## config.mk

```make
export PLATFORM = sky130hd
export DESIGN_NAME = multicycle_ctrl
export DESIGN_NICKNAME = d
export VERILOG_FILES = /design/src/rtl/multicycle_ctrl.sv
export SDC_FILE = /design/constraint.sdc
export NUM_CORES = 1
export LEC_CHECK = 0
export CAP_MARGIN = 10
export CORE_ASPECT_RATIO = 1.4
export CORE_UTILIZATION = 40
export DETAILED_ROUTE_END_ITERATION = 8
export PLACE_DENSITY_LB_ADDON = 0.12
export RECOVER_POWER = 25
export SYNTH_ARGS = -nofsm -noshare
export SYNTH_HDL_FRONTEND = slang
export SYNTH_SLANG_ARGS = --single-unit
```

## constraint.sdc

```tcl
create_clock -name clk -period 1.7 [get_ports clk]
set_input_delay 0.255 -clock clk [delete_from_list [all_inputs] [get_ports clk]]
set_output_delay 0.255 -clock clk [all_outputs]
set_load 0.03 [all_outputs]
```

## src/rtl/multicycle_ctrl.sv

```systemverilog
// Main control FSM for the multicycle RV32I core.
// Sequences the shared ALU, the unified memory port, the register file and the
// PC through fetch/decode/execute/memory/writeback. Stalls on MemReady.
//
// Ports:
//   clk, reset         clock, synchronous active-high reset
//   op, funct3         opcode and funct3 from the instruction register
//   Zero, Negative,    ALU flags used to resolve branches
//   CarryOut, Overflow (CarryOut = 1 means no borrow on subtract)
//   MemReady           memory completes the current access this cycle
//   PCWrite .. ALUOp   datapath controls, combinational from State
//   Illegal            sticky flag, set when an unsupported opcode traps
//   State              current state, for debug
module multicycle_ctrl #(
  parameter logic [3:0] RESET_STATE = 4'd0
) (
  input  logic       clk,
  input  logic       reset,
  input  logic [6:0] op,
  input  logic [2:0] funct3,
  input  logic       Zero,
  input  logic       Negative,
  input  logic       CarryOut,
  input  logic       Overflow,
  input  logic       MemReady,
  output logic       PCWrite,
  output logic       AdrSrc,
  output logic       MemRead,
  output logic       MemWrite,
  output logic       IRWrite,
  output logic       RegWrite,
  output logic [1:0] ResultSrc,
  output logic [1:0] ALUSrcA,
  output logic [1:0] ALUSrcB,
  output logic [1:0] ALUOp,
  output logic       Illegal,
  output logic [3:0] State
);

  typedef enum logic [3:0] {
    S_FETCH    = 4'd0,
    S_DECODE   = 4'd1,
    S_MEMADR   = 4'd2,
    S_MEMREAD  = 4'd3,
    S_MEMWB    = 4'd4,
    S_MEMWRITE = 4'd5,
    S_EXECR    = 4'd6,
    S_ALUWB    = 4'd7,
    S_EXECI    = 4'd8,
    S_JAL      = 4'd9,
    S_BRANCH   = 4'd10,
    S_JALR     = 4'd11,
    S_LINK     = 4'd12,
    S_LUI      = 4'd13,
    S_TRAP     = 4'd15
  } state_t;

  localparam logic [6:0] OP_LOAD   = 7'b0000011;
  localparam logic [6:0] OP_STORE  = 7'b0100011;
  localparam logic [6:0] OP_RTYPE  = 7'b0110011;
  localparam logic [6:0] OP_ITYPE  = 7'b0010011;
  localparam logic [6:0] OP_JAL    = 7'b1101111;
  localparam logic [6:0] OP_JALR   = 7'b1100111;
  localparam logic [6:0] OP_BRANCH = 7'b1100011;
  localparam logic [6:0] OP_LUI    = 7'b0110111;

  state_t state;
  logic   illegal_q;
  logic   taken;

  // Opcode dispatch out of DECODE; anything unsupported traps.
  function automatic state_t decode_next(input logic [6:0] opc);
    case (opc)
      OP_LOAD, OP_STORE: decode_next = S_MEMADR;
      OP_RTYPE:          decode_next = S_EXECR;
      OP_ITYPE:          decode_next = S_EXECI;
      OP_JAL:            decode_next = S_JAL;
      OP_JALR:           decode_next = S_JALR;
      OP_BRANCH:         decode_next = S_BRANCH;
      OP_LUI:            decode_next = S_LUI;
      default:           decode_next = S_TRAP;
    endcase
  endfunction

  // State register and sticky Illegal flag.
  always_ff @(posedge clk) begin
    if (reset) begin
      state     <= state_t'(RESET_STATE);
      illegal_q <= 1'b0;
    end else begin
      case (state)
        S_FETCH:    if (MemReady) state <= S_DECODE;
        S_DECODE: begin
          state <= decode_next(op);
          if (decode_next(op) == S_TRAP) illegal_q <= 1'b1;
        end
        S_MEMADR:   state <= (op == OP_LOAD) ? S_MEMREAD : S_MEMWRITE;
        S_MEMREAD:  if (MemReady) state <= S_MEMWB;
        S_MEMWB:    state <= S_FETCH;
        S_MEMWRITE: if (MemReady) state <= S_FETCH;
        S_EXECR:    state <= S_ALUWB;
        S_EXECI:    state <= S_ALUWB;
        S_ALUWB:    state <= S_FETCH;
        S_JAL:      state <= S_ALUWB;
        S_JALR:     state <= S_LINK;
        S_LINK:     state <= S_FETCH;
        S_BRANCH:   state <= S_FETCH;
        S_LUI:      state <= S_FETCH;
        S_TRAP:     state <= S_TRAP;
        default:    state <= S_FETCH;
      endcase
    end
  end

  // Branch resolution from the compare (rs1 - rs2) flags.
  always_comb begin
    taken = 1'b0;
    case (funct3)
      3'b000:  taken = Zero;
      3'b001:  taken = ~Zero;
      3'b100:  taken = Negative ^ Overflow;
      3'b101:  taken = ~(Negative ^ Overflow);
      3'b110:  taken = ~CarryOut;
      3'b111:  taken = CarryOut;
      default: taken = 1'b0;
    endcase
  end

  // Control decode from the current state; enables are suppressed during reset.
  always_comb begin
    PCWrite   = 1'b0;
    AdrSrc    = 1'b0;
    MemRead   = 1'b0;
    MemWrite  = 1'b0;
    IRWrite   = 1'b0;
    RegWrite  = 1'b0;
    ResultSrc = 2'b00;
    ALUSrcA   = 2'b00;
    ALUSrcB   = 2'b00;
    ALUOp     = 2'b00;
    case (state)
      S_FETCH: begin
        MemRead   = 1'b1;
        ALUSrcB   = 2'b10;
        ResultSrc = 2'b10;
        IRWrite   = MemReady;
        PCWrite   = MemReady;
      end
      S_DECODE: begin
        ALUSrcA = 2'b01;
        ALUSrcB = 2'b01;
      end
      S_MEMADR: begin
        ALUSrcA = 2'b10;
        ALUSrcB = 2'b01;
      end
      S_MEMREAD: begin
        AdrSrc  = 1'b1;
        MemRead = 1'b1;
      end
      S_MEMWB: begin
        ResultSrc = 2'b01;
        RegWrite  = 1'b1;
      end
      S_MEMWRITE: begin
        AdrSrc   = 1'b1;
        MemWrite = 1'b1;
      end
      S_EXECR: begin
        ALUSrcA = 2'b10;
        ALUOp   = 2'b10;
      end
      S_EXECI: begin
        ALUSrcA = 2'b10;
        ALUSrcB = 2'b01;
        ALUOp   = 2'b10;
      end
      S_ALUWB: RegWrite = 1'b1;
      S_JAL: begin
        ALUSrcA = 2'b01;
        ALUSrcB = 2'b10;
        PCWrite = 1'b1;
      end
      S_JALR: begin
        ALUSrcA   = 2'b10;
        ALUSrcB   = 2'b01;
        ResultSrc = 2'b10;
        PCWrite   = 1'b1;
      end
      // rs1 was consumed in JALR, so rd == rs1 is safe here.
      S_LINK: begin
        ALUSrcA   = 2'b01;
        ALUSrcB   = 2'b10;
        ResultSrc = 2'b10;
        RegWrite  = 1'b1;
      end
      S_BRANCH: begin
        ALUSrcA = 2'b10;
        ALUOp   = 2'b01;
        PCWrite = taken;
      end
      S_LUI: begin
        ALUSrcA   = 2'b11;
        ALUSrcB   = 2'b01;
        ResultSrc = 2'b10;
        RegWrite  = 1'b1;
      end
      default: ;
    endcase
    if (reset) begin
      PCWrite  = 1'b0;
      IRWrite  = 1'b0;
      RegWrite = 1'b0;
      MemRead  = 1'b0;
      MemWrite = 1'b0;
    end
  end

  assign Illegal = illegal_q;
  assign State   = 4'(state);

endmodule

```

Word level (Yosys, flattened, before mapping). Index checks and enable logic that the tools add are counted.

Register bits: 5. Logic and storage cells: 77. Input port bits: 17. Output and inout port bits: 19.

Eq/ne operators: 31. Reduce and logical (&&, ||, !) cells: 16. Bitwise logic cells: 4. Mux-type cells: 24.

Operator list (count): equality test 4 bit (second input constant) (8); case mux 4 bit (8 select lines) (1); case mux 4 bit (7 select lines) (1); equality test 7 x 6 -> 1 bit (second input constant) (3); equality test 7 bit (second input constant) (3); two-way mux 4 bit (5); equality test 4 x 3 -> 1 bit (second input constant) (4); equality test 3 bit (second input constant) (4); case mux 2 bit (2 select lines) (3); two-way mux 1 bit (10); OR reduction 2 bit (5); OR reduction 5 bit (2); OR reduction 3 bit (3); equality test 4 x 2 -> 1 bit (second input constant) (2); OR reduction 4 bit (2); equality test 7 x 2 -> 1 bit (second input constant) (1); equality test 7 x 5 -> 1 bit (second input constant) (1); != test 2 bit (second input constant) (3); case mux 1 bit (6 select lines) (1); case mux 2 bit (3 select lines) (1); equality test 4 x 1 -> 1 bit (second input constant) (1); logical NOT 4 bit (1); equality test 3 x 1 -> 1 bit (second input constant) (1); logical NOT 3 bit (1); other kinds (6) (8).

Depth between registers and ports, before layout. Gate-level depths: netlist (run 1).

Depth after elaboration: 7. Depth in mapped cells: 5. Depth with buffers taken out: 4.

Worst setup path before layout (run 1). OpenSTA, ideal clock, no wires.

Path kind: register to output. From: register state[2] (netlist: State[2]). To: output IRWrite. Buffers on the path: 3. Required time: 1.445 ns. Cell stages (with the launch flop): 5. Data arrival time: 1.930 ns. Setup slack: -0.485 ns. Path through: dfxtp_1 > buf_2 > buf_2 > buf_2 > nor4_1.

Word-level cells in the longest chain between the ends: 3.

RTL lines: start: declaration (RTL line 67) `state_t state;`; start signal: assignment (RTL line 88) `state <= state_t'(RESET_STATE);`; start signal: assignment (RTL line 94) `state <= decode_next(op);`; start signal: assignment (RTL line 97) `S_MEMADR: state <= (op == OP_LOAD) ? S_MEMREAD : S_MEMWRITE;`; logical NOT 4 bit (RTL line 141) `case (state)`; two-way mux 1 bit (RTL line 141); two-way mux 1 bit (RTL line 210) `if (reset) begin`; end: declaration (RTL line 30) `output logic IRWrite,`.

No other way between the ends.

Final worst setup path (run 1).
From: input reset. To: output MemRead.

Word-level cells in the longest chain between the ends: 1.

RTL lines: start: declaration (RTL line 18) `input logic reset,`; two-way mux 1 bit (RTL line 210); end: declaration (RTL line 28) `output logic MemRead,`.

No other way between the ends.

==> out/metrics.cfg, run 1 <==
[layout]
layout_common_cells = 30 x buf_4, 15 x clkdlybuf4s50_1, 10 x nand2_1, 8 x nor2_1, 6 x o21ai_0
num-nets-final = 184
syn2layout_area_growth_pct = 90.0
drive_above_1_share = 0.410
n_fill_cell = 111
final_common_cell = buf_4
fin_cells = 186
diodes = 0

[sta]
finalMaxSlewViolations = 0
fin_crit_ns = 1.67
rsz0062_at_grt = yes
final_hold_viol_count = 0
fin_crit_sh = 0.981
setup_tns_ns = 0
worstMarginPinSlew_ns = 0.307
worst_clock_skew_ns = 0.00603
slew_headroom = 0.795
setup_viol = 0
fmax_mhz = 599

[pwr]
p_leak_nw = 0.614
switchingPower_w = 0.00125
peakVddDrop_mv = 1.48
pwr-share-comb = 0.843
p_seq_frac = 0.099
swShare = 0.519
clkPwrFrac = 0.058
powerDensity_nw_per_um2 = 1670
p_int_w = 0.00116

[clock_network]
cts_made_buffers = 3
cts.clk_slew.worst_paths_ns = 0.05
cts_htree_levels = 1
cts_sinks = 5
cts_tree = done
insertion_delay_ns = 0.25
cts_hold_buf = 0
clock_path_buffers = 2
root_buffer = clkbuf_4

[run]
drv_cap = 0

[logic_synthesis]
async_reset_ff_frac = 0
synth-edff-count = 0
synth_xor_area_frac = 0.0805
synth-simple-area-share = 0.388
synth_top_family_by_area = simple AND/OR/NAND/NOR gates
yosys_register_bits = 5
ys_seq_area_frac = 0.131
yosysUniqueCellTypes = 39
yosys-top-cells-area = dfxtp_1 13%, nand2b_1 6.6%, nand2_1 5.9%
yosys_warnings = 0
yosys.area.top_type = dfxtp_1
syn_area_um2 = 762
yosysTopAreaCellShare = 0.131
synthFlopType = dfxtp_1
synth-compound-area-share = 0.297
avgSynthCellArea_um2 = 6.68
syn_inst = 114
synthMuxAreaShare = 0.0263
synth_nets = 131
synth_fa_ha_area_frac = 0

[die]
core-area_um2 = 1780
die_w_um = 38.9
initial_utilization = 0.428
fp.dieH_um = 53.6
pin_count = 36
die_area_um2 = 2090
rows = 18

[critical_path]
crit_path_start_kind = input pin
endpoint_kind = primary output
cp.required_ns = 1.44
critPathKind = in2out
worstPathArrival_ns = 1.41
worst-path-max-fanout = 9

[route]
via_count = 1081
wl_mm = 2.83
ant_nets = 0
remaining_drc_errors = 0
drt_first_pass_iters = 5
wl_per_cell_um = 15.2
via_per_inst = 5.81
dr.first_iter.drc_count = 27

[global_route]
grt_pass1_vias = 952
antenna_found_initial = 0
grt_overflow = 0
grt.total_usage = 0.267
grt_pass1_wl_mm = 4.05
grt_max_degree = 18

[place]
io_buffers = 35
gp_congestion = 0.822
hpwl_mm = 1.93
dp_cells = 178

[hold_path]
hold_path.class = reg2reg

[status]
outcome = finished clean

==> flip-flops by register name, summed over array words and instances, names as in the netlist <==
name,flops
Illegal,1
State,4
==> critical path, stage by stage <==
cell,delay (ns)
clkdlybuf4s50_1,0.50
buf_4,0.23
nor4_2,0.23
buf_4,0.20
==> synthesized netlist by cell type (3+ instances only) <==
master,n
a21oi_1,8
buf_2,8
dfxtp_1,5
inv_1,3
nand2_1,12
nand2b_1,8
nor2_1,11
nor2b_1,4
nor3_1,3
nor4_1,5
o21ai_0,7
xnor2_1,4
xor2_1,3
==> power by group through the flow <==
stage | clock (W) | combinational, W | sequential (W)
5_1_grt | 0.000149 | 0.00216 | 0.000244
3_5_place_dp | 0 | 0.00181 | 0.000244
6_report | 0.000140 | 0.00204 | 0.000239
3_3_place_gp | 0 | 0.00178 | 0.000245
2_1_floorplan | 0 | 0.00117 | 0.000294
4_1_cts | 0.000143 | 0.00196 | 0.000235
==> final cells by class <==
| class | count | area (um^2) | area share |
|---|---|---|---|
| clock buffers | 4 | 26.3 | 0.0182 |
| inverters | 3 | 11.3 | 0.00778 |
| multi-input cells | 96 | 747 | 0.516 |
| well taps | 20 | 25.0 | 0.0173 |
| repair buffers | 58 | 528 | 0.365 |
| flip-flops and latches | 5 | 110 | 0.0761 |
==> routing by layer <==
layer,vias up,part of all wire,track usage
met4,0,0.0042,0.0402
met2,40,0.55,0.508
met1,516,0.40,0.310
li1,521,-,-
met3,4,0.050,0.0372
met5,-,0,0
==> logic make-up after synthesis <==
family / after synthesis
buf+inv: 13
mux: 2
simple gates: 54
flops: 5
xor+xnor: 7
compound gates: 33
==> repair_timing <==
action	4_1_cts	5_1_grt
setup endpoints to repair	8	4
endpoints found under the hold margin	0	0
resized for setup	17	11
buffers inserted	3	1
pin swaps	1	6
==> worst paths after layout <==
| check | startpoint | end | slack [ns] | cells after the start |
|---|---|---|---|---|
| worst max-delay path | reset | MemRead | 0.03 | 4 |
| worst min-delay path | Illegal$_SDFFE_PP0P_ | Illegal$_SDFFE_PP0P_ | 0.47 | 2 |
| worst max register to register | State[0]$_SDFFE_PP0P_ | State[0]$_SDFFE_PP0P_ | 0.22 | 7 |
| worst min register to register | Illegal$_SDFFE_PP0P_ | Illegal$_SDFFE_PP0P_ | 0.47 | 2 |
==> per-stage QoR <==
stage | setup WS [ns] | util | hold slack [ns] | total power [W] | area [um^2]
after global placement | -0.00783 | 0.732 | 0.447 | 0.00202 | 1300
after CTS | -0.00135 | 0.786 | 0.476 | 0.00234 | 1400
after global routing | -0.0164 | 0.814 | 0.517 | 0.00255 | 1450
after detailed placement | -0.0195 | 0.732 | 0.459 | 0.00205 | 1300
after floorplan | -0.106 | - | 0.440 | 0.00146 | 852
final | 0.0316 | 0.814 | 0.475 | 0.00242 | 1450
Power figures use the tool's default switching activity.
==> inputs of run 2 (changes only) <==
--- a/config.mk
+++ b/config.mk
@@ -5,7 +5,7 @@
 export SDC_FILE = /design/constraint.sdc
 export NUM_CORES = 1
 export LEC_CHECK = 0
-export CAP_MARGIN = 10
+export CAP_MARGIN = 30
 export CORE_ASPECT_RATIO = 1.4
 export CORE_UTILIZATION = 40
 export DETAILED_ROUTE_END_ITERATION = 8
==> results of run 2 <==
Same layout as run 1: the final DEF is identical, and so are final timing and power.
==> inputs of run 3 (changes only) <==
--- a/config.mk
+++ b/config.mk
@@ -14,3 +14,4 @@
 export SYNTH_ARGS = -nofsm -noshare
 export SYNTH_HDL_FRONTEND = slang
 export SYNTH_SLANG_ARGS = --single-unit
+export TNS_END_PERCENT = 100
==> constraint.sdc (replaced) <==
create_clock -name clk -period 1.6 [get_ports clk]
set_input_delay 0.24 -clock clk [delete_from_list [all_inputs] [get_ports clk]]
set_output_delay 0.24 -clock clk [all_outputs]
set_load 0.03 [all_outputs]
==> out/metrics.cfg, run 3 <==
[logic_synthesis]
yosysUniqueCellTypes = 39  ; unchanged
syn_inst = 114  ; unchanged
avgSynthCellArea_um2 = 6.68  ; unchanged
yosys.area.top_type = dfxtp_1
yosys_warnings = 0  ; unchanged
ys_top_cells_by_count = 12 x nand2_1, 11 x nor2_1, 8 x a21oi_1, 8 x buf_2, 8 x nand2b_1
yosys-top-cells-area = dfxtp_1 13%, nand2b_1 6.6%, nand2_1 5.9%
syn_area_um2 = 762  ; unchanged
ys_seq_area_frac = 0.131  ; unchanged
synth_nets = 131  ; unchanged
yosysTopAreaCellShare = 0.131  ; unchanged
async_reset_ff_frac = 0  ; unchanged
yosys_register_bits = 5  ; unchanged
synth-edff-count = 0  ; unchanged
synthFlopType = dfxtp_1
yosysMostFrequentCell = nand2_1

[status]
outcome = aborted with a tool error
stop_stage = 5_1_grt
error = [ERROR DPL-0033] detailed placement checks failed during check placement.

[die]
die_w_um = 38.9  ; unchanged
pin_count = 36  ; unchanged
fp.dieH_um = 53.6  ; unchanged
rows = 18  ; unchanged
initial_utilization = 0.428  ; unchanged

[clock_network]
cts_made_buffers = 3  ; unchanged
cts_htree_levels = 1  ; unchanged
cts_hold_buf = 0  ; unchanged
cts_sinks = 5  ; unchanged
root_buffer = clkbuf_4
clock_path_buffers = 2  ; unchanged

[place]
hpwl_mm = 1.98  ; +2.6%
io_buffers = 35  ; unchanged
gp_congestion = 0.754  ; -8.3%

[sta]
grt-worst-endpoint = IRWrite
endpoint_type = output port

[global_route]
antenna_found_initial = 0
grt_max_degree = 16

[run 3: per-stage QoR]
| stage | cell area (um^2) | instances | hold slack (ns) | utilization | setup slack (ns) |
|---|---|---|---|---|---|
| 3_5_place_dp | 1380 | 184 | 0.478 | 0.774 | -0.0877 |
| 3_3_place_gp | 1380 | 184 | 0.449 | 0.774 | -0.0550 |
| 2_1_floorplan | 901 | 114 | 0.425 | - | 0.0109 |
| 4_1_cts | 1580 | 194 | 0.496 | 0.889 | -0.0734 |
[run 3: kinds of logic after synthesis]
group | Yosys count | synth area share
buf+inv | 13 | 0.0772
mux | 2 | 0.0263
simple gates | 54 | 0.388
xor+xnor | 7 | 0.0805
compound gates | 33 | 0.297
flops | 5 | 0.131
[run 3: timing repair]
item | 4_1_cts
resized for setup | 36
gates cloned | 1
endpoints found under the setup margin | 9
setup buffers | 5
pin swaps | 7
==> inputs of run 4 (changes only) <==
--- a/config.mk
+++ b/config.mk
@@ -6,10 +6,10 @@
 export NUM_CORES = 1
 export LEC_CHECK = 0
 export CAP_MARGIN = 30
-export CORE_ASPECT_RATIO = 1.4
-export CORE_UTILIZATION = 40
+export CORE_AREA = 2 2 63 65
 export DETAILED_ROUTE_END_ITERATION = 8
-export PLACE_DENSITY_LB_ADDON = 0.12
+export DIE_AREA = 0 0 65 67
+export PLACE_DENSITY_LB_ADDON = 0.15
 export RECOVER_POWER = 25
 export SYNTH_ARGS = -nofsm -noshare
 export SYNTH_HDL_FRONTEND = slang
==> out/metrics.cfg, run 4 (synthesis results as in run 1) <==
[status]
outcome = finished, violations left
violations = negative setup slack

[critical_path]
cp.required_ns = 1.36
critPathMaxStageDelay_ns = 0.47
worstPathArrival_ns = 1.40
cpMaxStageDelayCell = clkdlybuf4s50_1
crit_path_start_kind = input pin
worst-path-max-fanout = 1
endpoint_kind = primary output
critPathKind = in2out
path_delay_family = buffers and inverters
path_buf_inv = 2
path_cells = clkdlybuf4s50_1 -> xnor2_1 -> a21oi_1 -> xor2_1 -> a22o_2 -> buf_6

[global_route]
grt_max_degree = 19
grt_pass1_wl_mm = 4.48
antenna_found_initial = 0
grt_pass1_vias = 1026
grt.total_usage = 0.134
grt_overflow = 0

[sta]
whs_ns = 0.461
fin_crit_ns = 1.64
worstMarginPinSlew_ns = 0.308
fin_crit_sh = 1.02
rsz0062_at_grt = yes
setup_viol = 3
worst_clock_skew_ns = 0.00419
slew_headroom = 0.794
fmax_mhz = 611
final_hold_viol_count = 0
finalMaxSlewViolations = 0
timing.final.ws_setup_ns = -0.0373

[clock_network]
cts_made_buffers = 3  ; unchanged
cts_hold_buf = 0  ; unchanged
cts_sinks = 5  ; unchanged
cts.clk_slew.worst_paths_ns = 0.03
cts_tree = done
cts_htree_levels = 1  ; unchanged
insertion_delay_ns = 0.23
clock_path_buffers = 2  ; unchanged
root_buffer = clkbuf_8

[place]
io_buffers = 35  ; unchanged
hpwl_mm = 2.20  ; +11%
dp_cells = 211  ; +15%
gp_congestion = 0.757  ; +0.38%
pre_cts_slack_ns = -0.106  ; -0.0186 ns

[pwr]
powerDensity_nw_per_um2 = 1830
total_power_w = 0.00295
p_leak_nw = 0.674
peakVddDrop_mv = 0.544

[route]
via_per_inst = 4.80
dr.first_iter.drc_count = 14
remaining_drc_errors = 0
via_count = 1066
wl_per_cell_um = 12.3
ant_nets = 0
drt_first_pass_iters = 4
wl_mm = 2.73

[run]
drv_cap = 0

[die]
fp.dieH_um = 67  ; +25%
rows = 22  ; +4
initial_utilization = 0.211  ; -0.217
die_w_um = 65  ; +67%
core-area_um2 = 3610
pin_count = 36  ; unchanged
die_area_um2 = 4360

[layout]
diodes = 0
drive_above_1_share = 0.466
multi_input_area_um2 = 785
seq_area_um2 = 110
final_common_cell = buf_4
n_fill_cell = 379
syn2layout_area_growth_pct = 112
utilization = 0.447
largest_reg_flops = 4
fin_cells = 222
num-nets-final = 192
layout_common_cells = 35 x buf_4, 14 x clkdlybuf4s50_1, 11 x buf_6, 9 x nand2_1, 8 x nor2_1

[hold_path]
hold_path.class = in2reg

==> run 4: final timing paths <==
check / startpoint / end / slack [ns] / cells after the start
min: reset / State[3]$_SDFFE_PP0P_ / 0.46 / 3
min reg2reg: Illegal$_SDFFE_PP0P_ / Illegal$_SDFFE_PP0P_ / 0.48 / 2
max: Overflow / PCWrite / -0.04 / 6
max reg2reg: State[0]$_SDFFE_PP0P_ / State[0]$_SDFFE_PP0P_ / 0.11 / 6
==> run 4: metrics by stage <==
step,cell area (um^2),setup TNS (ns)
after floorplan,901,0
after global placement,1400,-0.384
after detailed placement,1400,-0.452
after CTS,1530,-0.118
after global routing,1610,-0.417
final,1610,-0.0796
==> run 4: routing by layer <==
layer  GRT usage  vias to the layer above  wire length, um
met5           0                        -                0
met2       0.263                       25             1440
met3      0.0203                        3              110
li1            -                      539                -
met1       0.149                      499             1150
met4      0.0319                        0               25
==> run 4: power by group <==
group          total [W]  internal, W  switching, W
combinational    0.00246      0.00118       0.00128
clock           0.000238     0.000171     0.0000666
sequential      0.000255     0.000189     0.0000660
total            0.00295      0.00154       0.00142
==> run 4: timing repair <==
action | 4_1_cts | 5_1_grt
resized for setup | 17 | 16
setup endpoints to repair | 8 | 12
setup buffers | 3 | 4
pin swaps | 1 | 7
==> run 4: layout make-up <==
| type | count | area share |
|---|---|---|
| timing repair buffer | 66 | 0.373 |
| multi-input combinational | 96 | 0.486 |
| tap | 48 | 0.0372 |
| inverter | 3 | 0.00698 |
| sequential | 5 | 0.0683 |
| clock buffer | 4 | 0.0279 |
==> run 4: worst register-to-register path, stage by stage, from the launching register on <==
cell and delay [ns]:
dfxtp_4 0.38, buf_12 0.14, buf_4 0.11, nor3b_1 0.24, o21ai_0 0.12, o211a_1 0.13
a311oi_1 0.27
